--- config.mk ---
export PLATFORM = sky130hd
export DESIGN_NAME = multicycle_ctrl
export DESIGN_NICKNAME = d
export VERILOG_FILES = /design/src/rtl/multicycle_ctrl.sv
export SDC_FILE = /design/constraint.sdc
export NUM_CORES = 1
export LEC_CHECK = 0
export ABC_CLOCK_PERIOD_IN_PS = 4700
export CAP_MARGIN = 20
export CORE_AREA = 2 2 63 89
export CTS_CLUSTER_DIAMETER = 40
export CTS_CLUSTER_SIZE = 28
export DETAILED_ROUTE_END_ITERATION = 8
export DIE_AREA = 0 0 65 91
export PLACE_DENSITY = 0.78
export SYNTH_ARGS = -nofsm -noshare
export SYNTH_HDL_FRONTEND = slang
export SYNTH_SLANG_ARGS = --single-unit
--- constraint.sdc ---
create_clock -name clk -period 4.7 [get_ports clk]
set_clock_uncertainty 0.1 [all_clocks]
set_input_delay 1.175 -clock clk [delete_from_list [all_inputs] [get_ports clk]]
set_output_delay 1.175 -clock clk [all_outputs]
set_load 0.03 [all_outputs]
--- src/rtl/multicycle_ctrl.sv ---
// multicycle_ctrl: multi-cycle sequencer for the MIPS datapath.
// Walks each instruction through FETCH/DECODE/EXEC/MEM/WB, drives the
// per-step datapath controls, waits in MEM for the DM handshake, counts
// retired instructions and parks in a sticky FAULT state on a hung access.
module multicycle_ctrl #(
  parameter int WATCHDOG = 16
) (
  input  logic        clk,
  input  logic        reset,
  input  logic [5:0]  instr_op,
  input  logic [5:0]  instr_func,
  input  logic        cmp_result,
  input  logic        mem_ready,
  output logic        ir_write,
  output logic        pc_write,
  output logic [1:0]  npc_op,
  output logic        reg_write,
  output logic [1:0]  reg_dst,
  output logic [2:0]  data_to_reg,
  output logic [1:0]  ext_op,
  output logic        alu_src,
  output logic [2:0]  alu_op,
  output logic        mem_read,
  output logic        mem_write,
  output logic [2:0]  state,
  output logic        instr_done,
  output logic [31:0] retired,
  output logic        fault
);

  typedef enum logic [2:0] {
    S_FETCH  = 3'd0,
    S_DECODE = 3'd1,
    S_EXEC   = 3'd2,
    S_MEM    = 3'd3,
    S_WB     = 3'd4,
    S_FAULT  = 3'd7
  } state_e;

  typedef enum logic [3:0] {
    C_ADD, C_SUB, C_ORI, C_LUI, C_LW, C_SW, C_BEQ, C_JAL, C_JR, C_OTHER
  } class_e;

  // The counter value in the MEM cycle whose stall would bring it to WATCHDOG
  localparam logic [7:0] WD_LAST = 8'(WATCHDOG - 1);

  state_e      state_q, state_d;
  logic [7:0]  wait_q, wait_d;
  logic [31:0] retired_q, retired_d;
  class_e      cls;

  // Classify the instruction held in IR; anything unrecognised retires as a no-op
  always_comb begin
    cls = C_OTHER;
    case (instr_op)
      6'h00: begin
        if (instr_func == 6'h20)      cls = C_ADD;
        else if (instr_func == 6'h22) cls = C_SUB;
        else if (instr_func == 6'h08) cls = C_JR;
      end
      6'h0D:   cls = C_ORI;
      6'h0F:   cls = C_LUI;
      6'h23:   cls = C_LW;
      6'h2B:   cls = C_SW;
      6'h04:   cls = C_BEQ;
      6'h03:   cls = C_JAL;
      default: cls = C_OTHER;
    endcase
  end

  // State, MEM wait counter and retirement counter registers
  always_ff @(posedge clk or posedge reset) begin
    if (reset) begin
      state_q   <= S_FETCH;
      wait_q    <= 8'd0;
      retired_q <= 32'd0;
    end else begin
      state_q   <= state_d;
      wait_q    <= wait_d;
      retired_q <= retired_d;
    end
  end

  // Next-state: step sequence per instruction class, MEM handshake and watchdog
  always_comb begin
    state_d = S_FETCH;
    case (state_q)
      S_FETCH: state_d = S_DECODE;
      S_DECODE: begin
        if (cls == C_JAL)        state_d = S_WB;
        else if (cls == C_OTHER) state_d = S_FETCH;
        else                     state_d = S_EXEC;
      end
      S_EXEC: begin
        case (cls)
          C_ADD, C_SUB, C_ORI, C_LUI: state_d = S_WB;
          C_LW, C_SW:                 state_d = S_MEM;
          default:                    state_d = S_FETCH;
        endcase
      end
      S_MEM: begin
        if (mem_ready)              state_d = (cls == C_LW) ? S_WB : S_FETCH;
        else if (wait_q == WD_LAST) state_d = S_FAULT;
        else                        state_d = S_MEM;
      end
      S_WB:    state_d = S_FETCH;
      S_FAULT: state_d = S_FAULT;
      default: state_d = S_FETCH;
    endcase
  end

  // Wait counter runs only across stalled MEM cycles and is zero on MEM entry
  always_comb begin
    wait_d = 8'd0;
    if (state_q == S_MEM && !mem_ready) wait_d = wait_q + 8'd1;
  end

  // Retirement count advances on every PC update and wraps naturally
  always_comb begin
    retired_d = retired_q + {31'd0, pc_write};
  end

  // Per-state enables plus datapath selects held steady from EXEC through WB
  always_comb begin
    ir_write    = 1'b0;
    pc_write    = 1'b0;
    npc_op      = 2'b00;
    reg_write   = 1'b0;
    reg_dst     = 2'b00;
    data_to_reg = 3'b000;
    ext_op      = 2'b00;
    alu_src     = 1'b0;
    alu_op      = 3'b000;
    mem_read    = 1'b0;
    mem_write   = 1'b0;
    if (state_q == S_EXEC || state_q == S_MEM || state_q == S_WB) begin
      case (cls)
        C_SUB: alu_op = 3'b001;
        C_ORI: begin ext_op = 2'b00; alu_src = 1'b1; alu_op = 3'b010; reg_dst = 2'b01; end
        C_LUI: begin ext_op = 2'b10; alu_src = 1'b1; alu_op = 3'b011; reg_dst = 2'b01; end
        C_LW:  begin ext_op = 2'b01; alu_src = 1'b1; reg_dst = 2'b01; data_to_reg = 3'b001; end
        C_SW:  begin ext_op = 2'b01; alu_src = 1'b1; end
        C_BEQ: alu_op = 3'b001;
        C_JAL: begin reg_dst = 2'b10; data_to_reg = 3'b010; end
        default: ;
      endcase
    end
    case (state_q)
      S_FETCH: ir_write = 1'b1;
      S_DECODE: begin
        if (cls == C_OTHER) pc_write = 1'b1;
      end
      S_EXEC: begin
        if (cls == C_BEQ) begin
          pc_write = 1'b1;
          npc_op   = cmp_result ? 2'b01 : 2'b00;
        end else if (cls == C_JR) begin
          pc_write = 1'b1;
          npc_op   = 2'b11;
        end
      end
      S_MEM: begin
        mem_read  = (cls == C_LW);
        mem_write = (cls == C_SW);
        pc_write  = (cls == C_SW) && mem_ready;
      end
      S_WB: begin
        reg_write = 1'b1;
        pc_write  = 1'b1;
        npc_op    = (cls == C_JAL) ? 2'b10 : 2'b00;
      end
      default: ;
    endcase
  end

  assign state      = state_q;
  assign instr_done = pc_write;
  assign retired    = retired_q;
  assign fault      = (state_q == S_FAULT);

endmodule

# --- Word level (Yosys, flattened, before mapping) ---
# Cells that the tools add are included.
classes:
  eq_ne: 24
  addsub: 2
  n_reduce_logical: 13
  n_mux: 35
ops:
  columns: ["op", "count"]
  rows:
  - ["adder 32 x 1 -> 32 bit", 1]
  - ["one-hot mux 4 bit (7 select lines)", 1]
  - ["== test 6 bit (second input constant)", 4]
  - ["== test 6 x 4 -> 1 bit (second input constant)", 3]
  - ["== test 4 x 3 -> 1 bit (second input constant)", 4]
  - ["2-to-1 mux 2 bit", 8]
  - ["one-hot mux 2 bit (2 select lines)", 4]
  - ["one-hot mux 3 bit (5 select lines)", 1]
  - ["2-to-1 mux 3 bit", 4]
  - ["2-to-1 mux 1 bit", 11]
  - ["adder 8 x 1 -> 8 bit (second input constant)", 1]
  - ["== test 4 x 2 -> 1 bit (second input constant)", 2]
  - ["== test 4 bit (second input constant)", 2]
  - ["== test 8 x 4 -> 1 bit (second input constant)", 1]
  - ["2-to-1 mux 4 bit", 2]
  - ["2-to-1 mux 8 bit", 1]
  - ["OR reduction 4 bit", 2]
  - ["== test 3 x 2 -> 1 bit (second input constant)", 2]
  - ["== test 3 bit (second input constant)", 2]
  - ["== test 6 x 2 -> 1 bit (second input constant)", 1]
  - ["== test 6 x 3 -> 1 bit (second input constant)", 1]
  - ["logical NOT 6 bit", 1]
  - ["one-hot mux 2 bit (3 select lines)", 1]
  - ["one-hot mux 3 bit (2 select lines)", 1]
  - ["other kinds (10)", 13]
totals:
  wordCells: 77
  ff_bits: 43
  output_inout_bits: 55
  inputBits: 16

# --- Longest topological paths before layout ---
# Gate-level depths: netlist (run 1).
logic_depth:
  depth_word: 10
  mapped_depth: 15
  mapped_depth_nobuf: 14

# --- Worst setup path before layout (run 1) ---
# Ideal clock, no wire load.
synth_timing:
  path_type: "input to register"
  start: "input instr_func[0]"
  end: "register retired_q[26] (netlist: retired[26])"
  t_arrival_ns: 4.589
  setup_slack_ns: -0.123
  path_buffers: 0
  t_required_ns: 4.467
  stages: 14
  setup_time_ns: 0.133
  cell_sequence: "or3_1 > or3_1 > a32oi_2 > nand2_2 > or3_1 > nand3_1 > ha_1 > ha_1 > and4_1 > nand3_1 > nor3_1 > and2_1 > nand4_1 > xnor2_1"
synth_between:
  elab_chain_cells: 10
synth_rtl:
  columns: ["item", "line", "text"]
  rows:
  - ["start: declaration", "11", "input logic [5:0] instr_func,"]
  - ["== test 6 x 4 -> 1 bit", "59", "else if (instr_func == 6'h08) cls = C_JR;"]
  - ["2-to-1 mux 1 bit", "59", null]
  - ["2-to-1 mux 4 bit", "58", "else if (instr_func == 6'h22) cls = C_SUB;"]
  - ["2-to-1 mux 4 bit *", "57", "if (instr_func == 6'h20) cls = C_ADD;"]
  - ["one-hot mux 4 bit (7 select lines) *", "55", "case (instr_op)"]
  - ["== test 4 bit", "157", "end else if (cls == C_JR) begin"]
  - ["2-to-1 mux 1 bit", "157", null]
  - ["2-to-1 mux 1 bit", "154", "if (cls == C_BEQ) begin"]
  - ["one-hot mux 1 bit (4 select lines) *", "148", "case (state_q)"]
  - ["named net instr_done", "26", "output logic instr_done,"]
  - ["adder 32 x 1 -> 32 bit *", "120", "retired_d = retired_q + {31'd0, pc_write};"]
  - ["named net retired_d[26]", "49", "logic [31:0] retired_q, retired_d;"]
  - ["end signal: assignment", "80", "retired_q <= retired_d;"]
  - ["end: declaration", "49", null]
# The timed path passes the listed nets; every way through them passes the cells marked *.

# --- Worst setup path in the final report (run 1) ---
layout_timing:
  start: "input instr_func[0]"
  end: "output instr_done"
layout_between:
  elab_chain_cells: 9
layout_rtl:
  columns: ["item", "line"]
  rows:
  - ["== test 6 x 4 -> 1 bit", "59"]
  - ["2-to-1 mux 1 bit", "59"]
  - ["2-to-1 mux 4 bit", "58"]
  - ["2-to-1 mux 4 bit *", "57"]
  - ["one-hot mux 4 bit (7 select lines) *", "55"]
  - ["== test 4 bit", "157"]
  - ["2-to-1 mux 1 bit", "157"]
  - ["2-to-1 mux 1 bit", "154"]
  - ["one-hot mux 1 bit (4 select lines) *", "148"]
  - ["end: declaration", "26"]
# Every way passes the cells marked *; elsewhere a longest branch is shown, timed or not.

==> impl_metrics.env, run 1 <==
export IMPL_power_internal_w=0.000720
export IMPL_nNetsFinal=346
export IMPL_ys_types=46
export IMPL_cp_end_kind="primary output"
export IMPL_cts_buffer_depth=2
export IMPL_grt_max_degree=29
export IMPL_dr_pass1_iters=4
export IMPL_fin_util_pct=65.0
export IMPL_grt_pass1_vias=2030
export IMPL_ios=71
export IMPL_ys_seq_elements=43
export IMPL_fin_crit_sh_pct=98.5
export IMPL_hpwl_um=4040
export IMPL_hold_path_class="reg -> reg"
export IMPL_start_util_pct=45.5
export IMPL_io_buffer_count=68
export IMPL_final_cells=393
export IMPL_vias=2032
export IMPL_numClockSinks=43
export IMPL_drcViolationCount=0
export IMPL_grt_antenna_before_repair=0
export IMPL_synth_commonest_cells="dfrtp_1, xnor2_1, nand2_1"
export IMPL_cts_root_buffer="clkbuf_8"
export IMPL_dp_cells=385
export IMPL_slew_headroom_pct=61.1
export IMPL_die_area_sq_um=5920
export IMPL_overflow=0
export IMPL_setup_ws_ps=68.2
export IMPL_slew_viol_final=0
export IMPL_vias_per_cell=5.17
export IMPL_critPathMaxFanout=2
export IMPL_max_slew_worst_pin_slew_ps=583
export IMPL_fmax_ghz=0.216
export IMPL_crit_required_ps=3420
export IMPL_p_seq_share_pct=41.8
export IMPL_area_growth_pct=42.8
export IMPL_core_area_sq_um=5080
export IMPL_ir_worst_vdd_mv=0.174
export IMPL_grt_pass1_wl_um=8780
export IMPL_ys_flop_type="dfrtp_1"
export IMPL_synthArstFlopShare_pct=100
export IMPL_seq_area_frac_synth_pct=46.5
export IMPL_finalSetupViolations=0
export IMPL_cts_htree_levels=2
export IMPL_routed_wl_um=5150
export IMPL_hold_ws_ps=369
export IMPL_cts_tree="yes"
export IMPL_hold_buffers=0
export IMPL_clock_latency_ps=280
export IMPL_p_clk_share_pct=25.1
export IMPL_yosysMostFrequentCell="dfrtp_1"
export IMPL_switching_share_pct=33.6
export IMPL_synth_area_leaders="dfrtp_1, xnor2_1, nand3_1, xor2_1, nand2_1"
export IMPL_cts_buffers=5
export IMPL_combPwrFrac_pct=33.1
export IMPL_antenna_left=0
export IMPL_finalHoldViolations=0
export IMPL_rows=31
export IMPL_dieHeight_um=91
export IMPL_track_usage_pct=18.7
export IMPL_drive_gt1_share_pct=18.7
export IMPL_drt_iter0_drc=103
export IMPL_tns_ps=0
export IMPL_power_per_cell_area_nw_per_um2=328
export IMPL_synthCells=236
export IMPL_cp_arrival_ps=3360
export IMPL_antennaDiodeCount=0
export IMPL_layout_min_cycle_time_ps=4630
export IMPL_netlist_area_sq_um=2310
export IMPL_startpoint_type="input port"
export IMPL_crit_type="in -> out"
export IMPL_status="completed"
export IMPL_pre_cts_slack_ps=-135
export IMPL_synth_warnings=0
export IMPL_synth_edf_count=0
export IMPL_power_leakage_nw=1.44
export IMPL_yosysTopAreaCell="dfrtp_1"
export IMPL_power_net_switching_w=0.000365
export IMPL_syn_area_per_cell_sq_um=9.80
export IMPL_place_gp_congestion=0.912
export IMPL_die_x_um=65
export IMPL_cap_viol_max_count=0
export IMPL_cts_clk_slew_worst_paths_ps=80
export IMPL_wl_per_cell_um=13.1
export IMPL_synth_top_area_share_pct=46.5
[what timing repair did]
item	4_1_cts	5_1_grt
hold endpoints to repair	0	0
setup endpoints to repair	2	3
buffers inserted	0	1
gates resized for setup	0	6
pin swaps	1	2
[metrics by stage]
| stage | power (W) | cell area [sq um] |
|---|---|---|
| 6_report | 0.00108 | 3300 |
| 5_1_grt | 0.00114 | 3300 |
| 4_1_cts | 0.00108 | 3270 |
| 3_5_place_dp | 0.000809 | 3170 |
| 3_3_place_gp | 0.000804 | 3170 |
| 2_1_floorplan | 0.000658 | 2320 |
[flip-flops by register name, indices dropped and copies added, names as in the netlist]
name / flops
retired: 32
state: 3
wait_q: 8
[critical path, cell delays in order]
cell and delay (ps):
clkdlybuf4s50_1 400, or3_4 380, or3_4 370, a32oi_2 230, nand2_2 80, or3_4 390
nand3_2 80, buf_4 120, buf_6 120
[per-layer routing]
metal	vias up	track usage, %	share of wire (%)
met2	74	33.2	52
met1	952	20.8	39
met4	0	7.45	3.0
met3	13	4.58	5.6
li1	993	-	-
met5	-	0	0
[cells by family after synthesis]
| group | Yosys count | share of synthesized area (%) |
|---|---|---|
| mux | 1 | 0.433 |
| other cells | 1 | 0.162 |
| fa+ha+maj | 3 | 1.62 |
| simple gates | 110 | 25.0 |
| flops | 43 | 46.5 |
| xor+xnor | 38 | 14.4 |
| buf+inv | 16 | 3.73 |
| compound gates | 24 | 8.17 |
[cell usage in the layout, fill, tap and decap left out, types with 8 or more instances in the layout]
master and instances:
a21oi_1 8, buf_4 35, clkdlybuf4s50_1 55, dfrtp_1 43, nand2_1 23, nand3_1 18
nor2_1 21, xnor2_1 28, xor2_1 10
[power by group through the flow]
stage          sequential (W)  clock [W]  combinational [W]
5_1_grt              0.000460   0.000298           0.000383
3_3_place_gp         0.000460          0           0.000343
3_5_place_dp         0.000460          0           0.000349
2_1_floorplan        0.000503          0           0.000155
6_report             0.000454   0.000272           0.000359
4_1_cts              0.000453   0.000281           0.000351
[path summary, 6_finish.rpt]
check	from	to	slack [ps]	depth (start not counted)
worst min register to register	wait_q[0]$_DFF_PP0_	wait_q[0]$_DFF_PP0_	370	1
min in group asynchronous	reset	retired[23]$_DFF_PP0_	1160	2
worst max-delay path	instr_func[0]	instr_done	70	9
worst min-delay path	wait_q[0]$_DFF_PP0_	wait_q[0]$_DFF_PP0_	370	1
worst max register to register	state[2]$_DFF_PP0_	retired[26]$_DFF_PP0_	1790	13
max in group asynchronous	reset	retired[2]$_DFF_PP0_	2570	3
[cell type report]
| cell class | count | area [sq um] |
|---|---|---|
| Timing Repair Buffer | 92 | 836 |
| Clock inverter | 1 | 30.0 |
| Tap cell | 66 | 82.6 |
| Inverter | 7 | 26.3 |
| Fill cell | 407 | 1780 |
| Clock buffer | 6 | 72.6 |
| Multi-Input combinational cell | 178 | 1180 |
| Sequential cell | 43 | 1080 |
Power figures use the tool's default switching activity.
==> run 2: changes to the inputs <==
- ABC_AREA: not set -> 1
- CORE_AREA: 2 2 63 89 -> 2 2 65 91
- DIE_AREA: 0 0 65 91 -> 0 0 67 93
==> run 2 against run 1 <==
Effect of this change: global-route usage grew 2.2 points; highest routed layer unchanged; largest power group unchanged; synthesized cell count increased by 37%; total power down 35%; synthesized area grew 8.9%.
==> impl_metrics.env, run 2 <==
export IMPL_synth_commonest_cells="nand2_1, nor2_1, inv_1"
export IMPL_rows=32
export IMPL_cts_clk_slew_worst_paths_ps=80
export IMPL_r2r_end="retired[28]$_DFF_PP0_"
export IMPL_status="completed"
export IMPL_hold_buffers=0
export IMPL_synthArstFlopShare_pct=100
export IMPL_cts_buffer_depth=2
export IMPL_yosysTopAreaCell="dfrtp_1"
export IMPL_max_slew_worst_pin_slew_ps=807
export IMPL_ios=71
export IMPL_dp_cells=461
export IMPL_cts_root_buffer="clkbuf_8"
export IMPL_hold_path_class="reg -> reg"
export IMPL_cts_tree="yes"
export IMPL_syn_area_per_cell_sq_um=7.78
export IMPL_fin_crit_sh_pct=95.5
export IMPL_largest_register_ffs=32
export IMPL_critPathMaxFanout=5
export IMPL_mostFrequentLayoutCells="nand2_1, clkdlybuf4s50_1, nor2_1, inv_1, dfrtp_1"
export IMPL_startpoint_type="input port"
export IMPL_core_area_sq_um=5450
export IMPL_dieHeight_um=93
export IMPL_max_stage_delay_ps=480
export IMPL_slew_viol_final=0
export IMPL_ys_flop_type="dfrtp_1"
export IMPL_path_delay_family="simple AND/OR/NAND/NOR gates"
export IMPL_synth_top_area_share_pct=42.7
export IMPL_fin_area_sq_um=3420
export IMPL_dpl_cell_area_sq_um=3290
export IMPL_layout_min_cycle_time_ps=4490
export IMPL_slowest_stage="clkdlybuf4s50_1"
export IMPL_yosysMostFrequentCell="nand2_1"
export IMPL_final_cells=469
export IMPL_nNetsFinal=419
export IMPL_r2r_slack_ps=1580
export IMPL_power_per_cell_area_nw_per_um2=206
export IMPL_start_util_pct=46.3
export IMPL_worstPathCellList="clkdlybuf4s50_1 -> inv_1 -> nor2_1 -> nand3_1 -> nand2_1 -> nor2_2 -> nand3_1 -> nand2_1 -> nand4_1 -> nand3_1 -> clkdlybuf4s15_1"
export IMPL_die_x_um=67
export IMPL_cp_arrival_ps=3220
export IMPL_antenna_left=0
export IMPL_io_buffer_count=68
export IMPL_cts_htree_levels=2
export IMPL_worstRegToRegCells=16
export IMPL_hp_start="wait_q[0]$_DFF_PP0_"
export IMPL_grt_antenna_before_repair=0
export IMPL_crit_path_frequent_cell="nand3_1"
export IMPL_hold_depth=1
export IMPL_cp_end_kind="primary output"
export IMPL_clock_latency_ps=300
export IMPL_overflow=0
export IMPL_vias=2441
export IMPL_wl_per_cell_um=13.4
export IMPL_antennaDiodeCount=0
export IMPL_grt_pass1_wl_um=10200
export IMPL_place_gp_congestion=0.931
export IMPL_synthCells=324
export IMPL_power_leakage_nw=1.73
export IMPL_grt_pass1_vias=2349
export IMPL_critPathBufInv=3
export IMPL_ys_types=28
export IMPL_synth_edf_count=0
export IMPL_drt_iter0_drc=175
export IMPL_area_growth_pct=35.6
export IMPL_drive_gt1_share_pct=5.99
export IMPL_finalSetupViolations=0
export IMPL_dr_pass1_iters=5
export IMPL_fmax_ghz=0.223
export IMPL_regToRegStartpoint="state[1]$_DFF_PP0_"
export IMPL_drcViolationCount=0
export IMPL_grt_max_degree=23
export IMPL_cap_viol_max_count=0
export IMPL_whs_endpoint="wait_q[0]$_DFF_PP0_"
export IMPL_finalHoldViolations=0
export IMPL_track_usage_pct=20.9
export IMPL_seq_area_frac_synth_pct=42.7
export IMPL_rsz0062_at_grt="no"
export IMPL_crit_required_ps=3420
export IMPL_routed_wl_um=6270
export IMPL_slew_headroom_pct=46.1
export IMPL_ys_seq_elements=43
export IMPL_crit_type="in -> out"
export IMPL_cts_buffers=5
export IMPL_netlist_area_sq_um=2520
export IMPL_numClockSinks=43
export IMPL_synth_area_leaders="dfrtp_1, nand2_1, xor2_1, nor2_1, inv_1"
export IMPL_hpwl_um=4910
export IMPL_ir_worst_vdd_mv=0.102
export IMPL_synth_warnings=0
export IMPL_final_common_cell="nand2_1"
export IMPL_die_area_sq_um=6230
export IMPL_vias_per_cell=5.20
export IMPL_fill_cells=480
[run 2: cell types whose count changed in the layout (fill, tap and decap cells not counted), sizes merged, moves of 5 or more]
cell	before	now
inv	7	47
buf	37	4
nand4	4	11
nor3	9	24
xnor2	28	7
nand2	24	65
clkdlybuf4s50	55	61
xor2	10	23
nor2	21	54
dlymetal6s2s	0	5
and3	7	0
[run 2: logic make-up (layout without fill, tap and decap cells)]
family	Yosys count	count (layout)	share of synthesized area, %
buffers and inverters	50	126	7.89
adders and majority gates	3	3	1.49
and+or+nand+nor	183	183	34.3
other	1	2	0.149
AOI/OAI and AO/OA	14	14	3.03
xor gates and xnor gates	30	30	10.4
DFF	43	43	42.7
[run 2: final cells by class]
class,instances,area [sq um],share of cell area [%]
multi-input combinational,232,1250,36.5
sequential,43,1080,31.5
timing repair buffer,71,713,20.9
inverter,47,176,5.16
tap,68,85.1,2.49
clock buffer,6,82.6,2.42
clock inverter,2,35.0,1.03
[run 2: per-stage QoR]
| step | TNS [ps] | utilization, % | setup WS (ps) | hold slack, ps | power (W) |
|---|---|---|---|---|---|
| floorplan | 0 | - | 832 | 333 | 0.000398 |
| global placement | 0 | 60.4 | 47.4 | 352 | 0.000415 |
| detailed placement | -10.1 | 60.4 | -10.1 | 361 | 0.000416 |
| CTS | 0 | 62.5 | 12.1 | 371 | 0.000710 |
| global route | 0 | 62.8 | 52.6 | 388 | 0.000727 |
| finish | 0 | 62.8 | 210 | 367 | 0.000703 |
[run 2: worst register-to-register path, cell delays in order (launching register included)]
cell     delay [ps]
dfrtp_1         440
nand2_1         100
nor2_1          180
inv_1           110
o32ai_1         320
inv_1            70
nand3_1         110
buf_4           120
ha_1            180
ha_1            200
nand2_2          80
nor2_4          130
nand3_4         130
nor3_2          210
nand4_1         250
nor2_1          190
xor2_1          160
[run 2: power by group]
| group | leakage [nW] | total [W] | internal (W) | switching [W] |
|---|---|---|---|---|
| combinational | 1.12 | 0.0000390 | 0.0000163 | 0.0000226 |
| sequential | 0.549 | 0.000370 | 0.000370 | 0 |
| clock | 0.0612 | 0.000295 | 0.000172 | 0.000123 |
[run 2: repair_timing]
action | 4_1_cts | 5_1_grt
setup buffers | 0 | 0
setup endpoints to repair | 1 | 6
pin swaps | 0 | 0
hold endpoints to repair | 0 | 0
gates resized for setup | 1 | 6
[run 2: worst max-delay path by stage]
stage / from / to / slack (ps) / cells past startpoint
global placement: instr_op[5] / instr_done / 50 / 11
finish: instr_op[2] / instr_done / 210 / 11
floorplan: instr_op[0] / mem_write / 830 / 9
detailed placement: instr_op[2] / instr_done / -10 / 11
global route: instr_op[2] / instr_done / 50 / 11
CTS: instr_op[5] / npc_op[0] / 10 / 11
[run 2: layer usage]
| layer | GRT usage (%) | wire length (um) | part of all wire (%) | vias to the layer above |
|---|---|---|---|---|
| li1 | - | - | - | 1189 |
| met1 | 21.9 | 2300 | 37 | 1111 |
| met2 | 38.9 | 3340 | 53 | 118 |
| met3 | 4.09 | 397 | 6.3 | 23 |
| met4 | 9.18 | 238 | 3.8 | 0 |
| met5 | 0 | 0 | 0 | - |
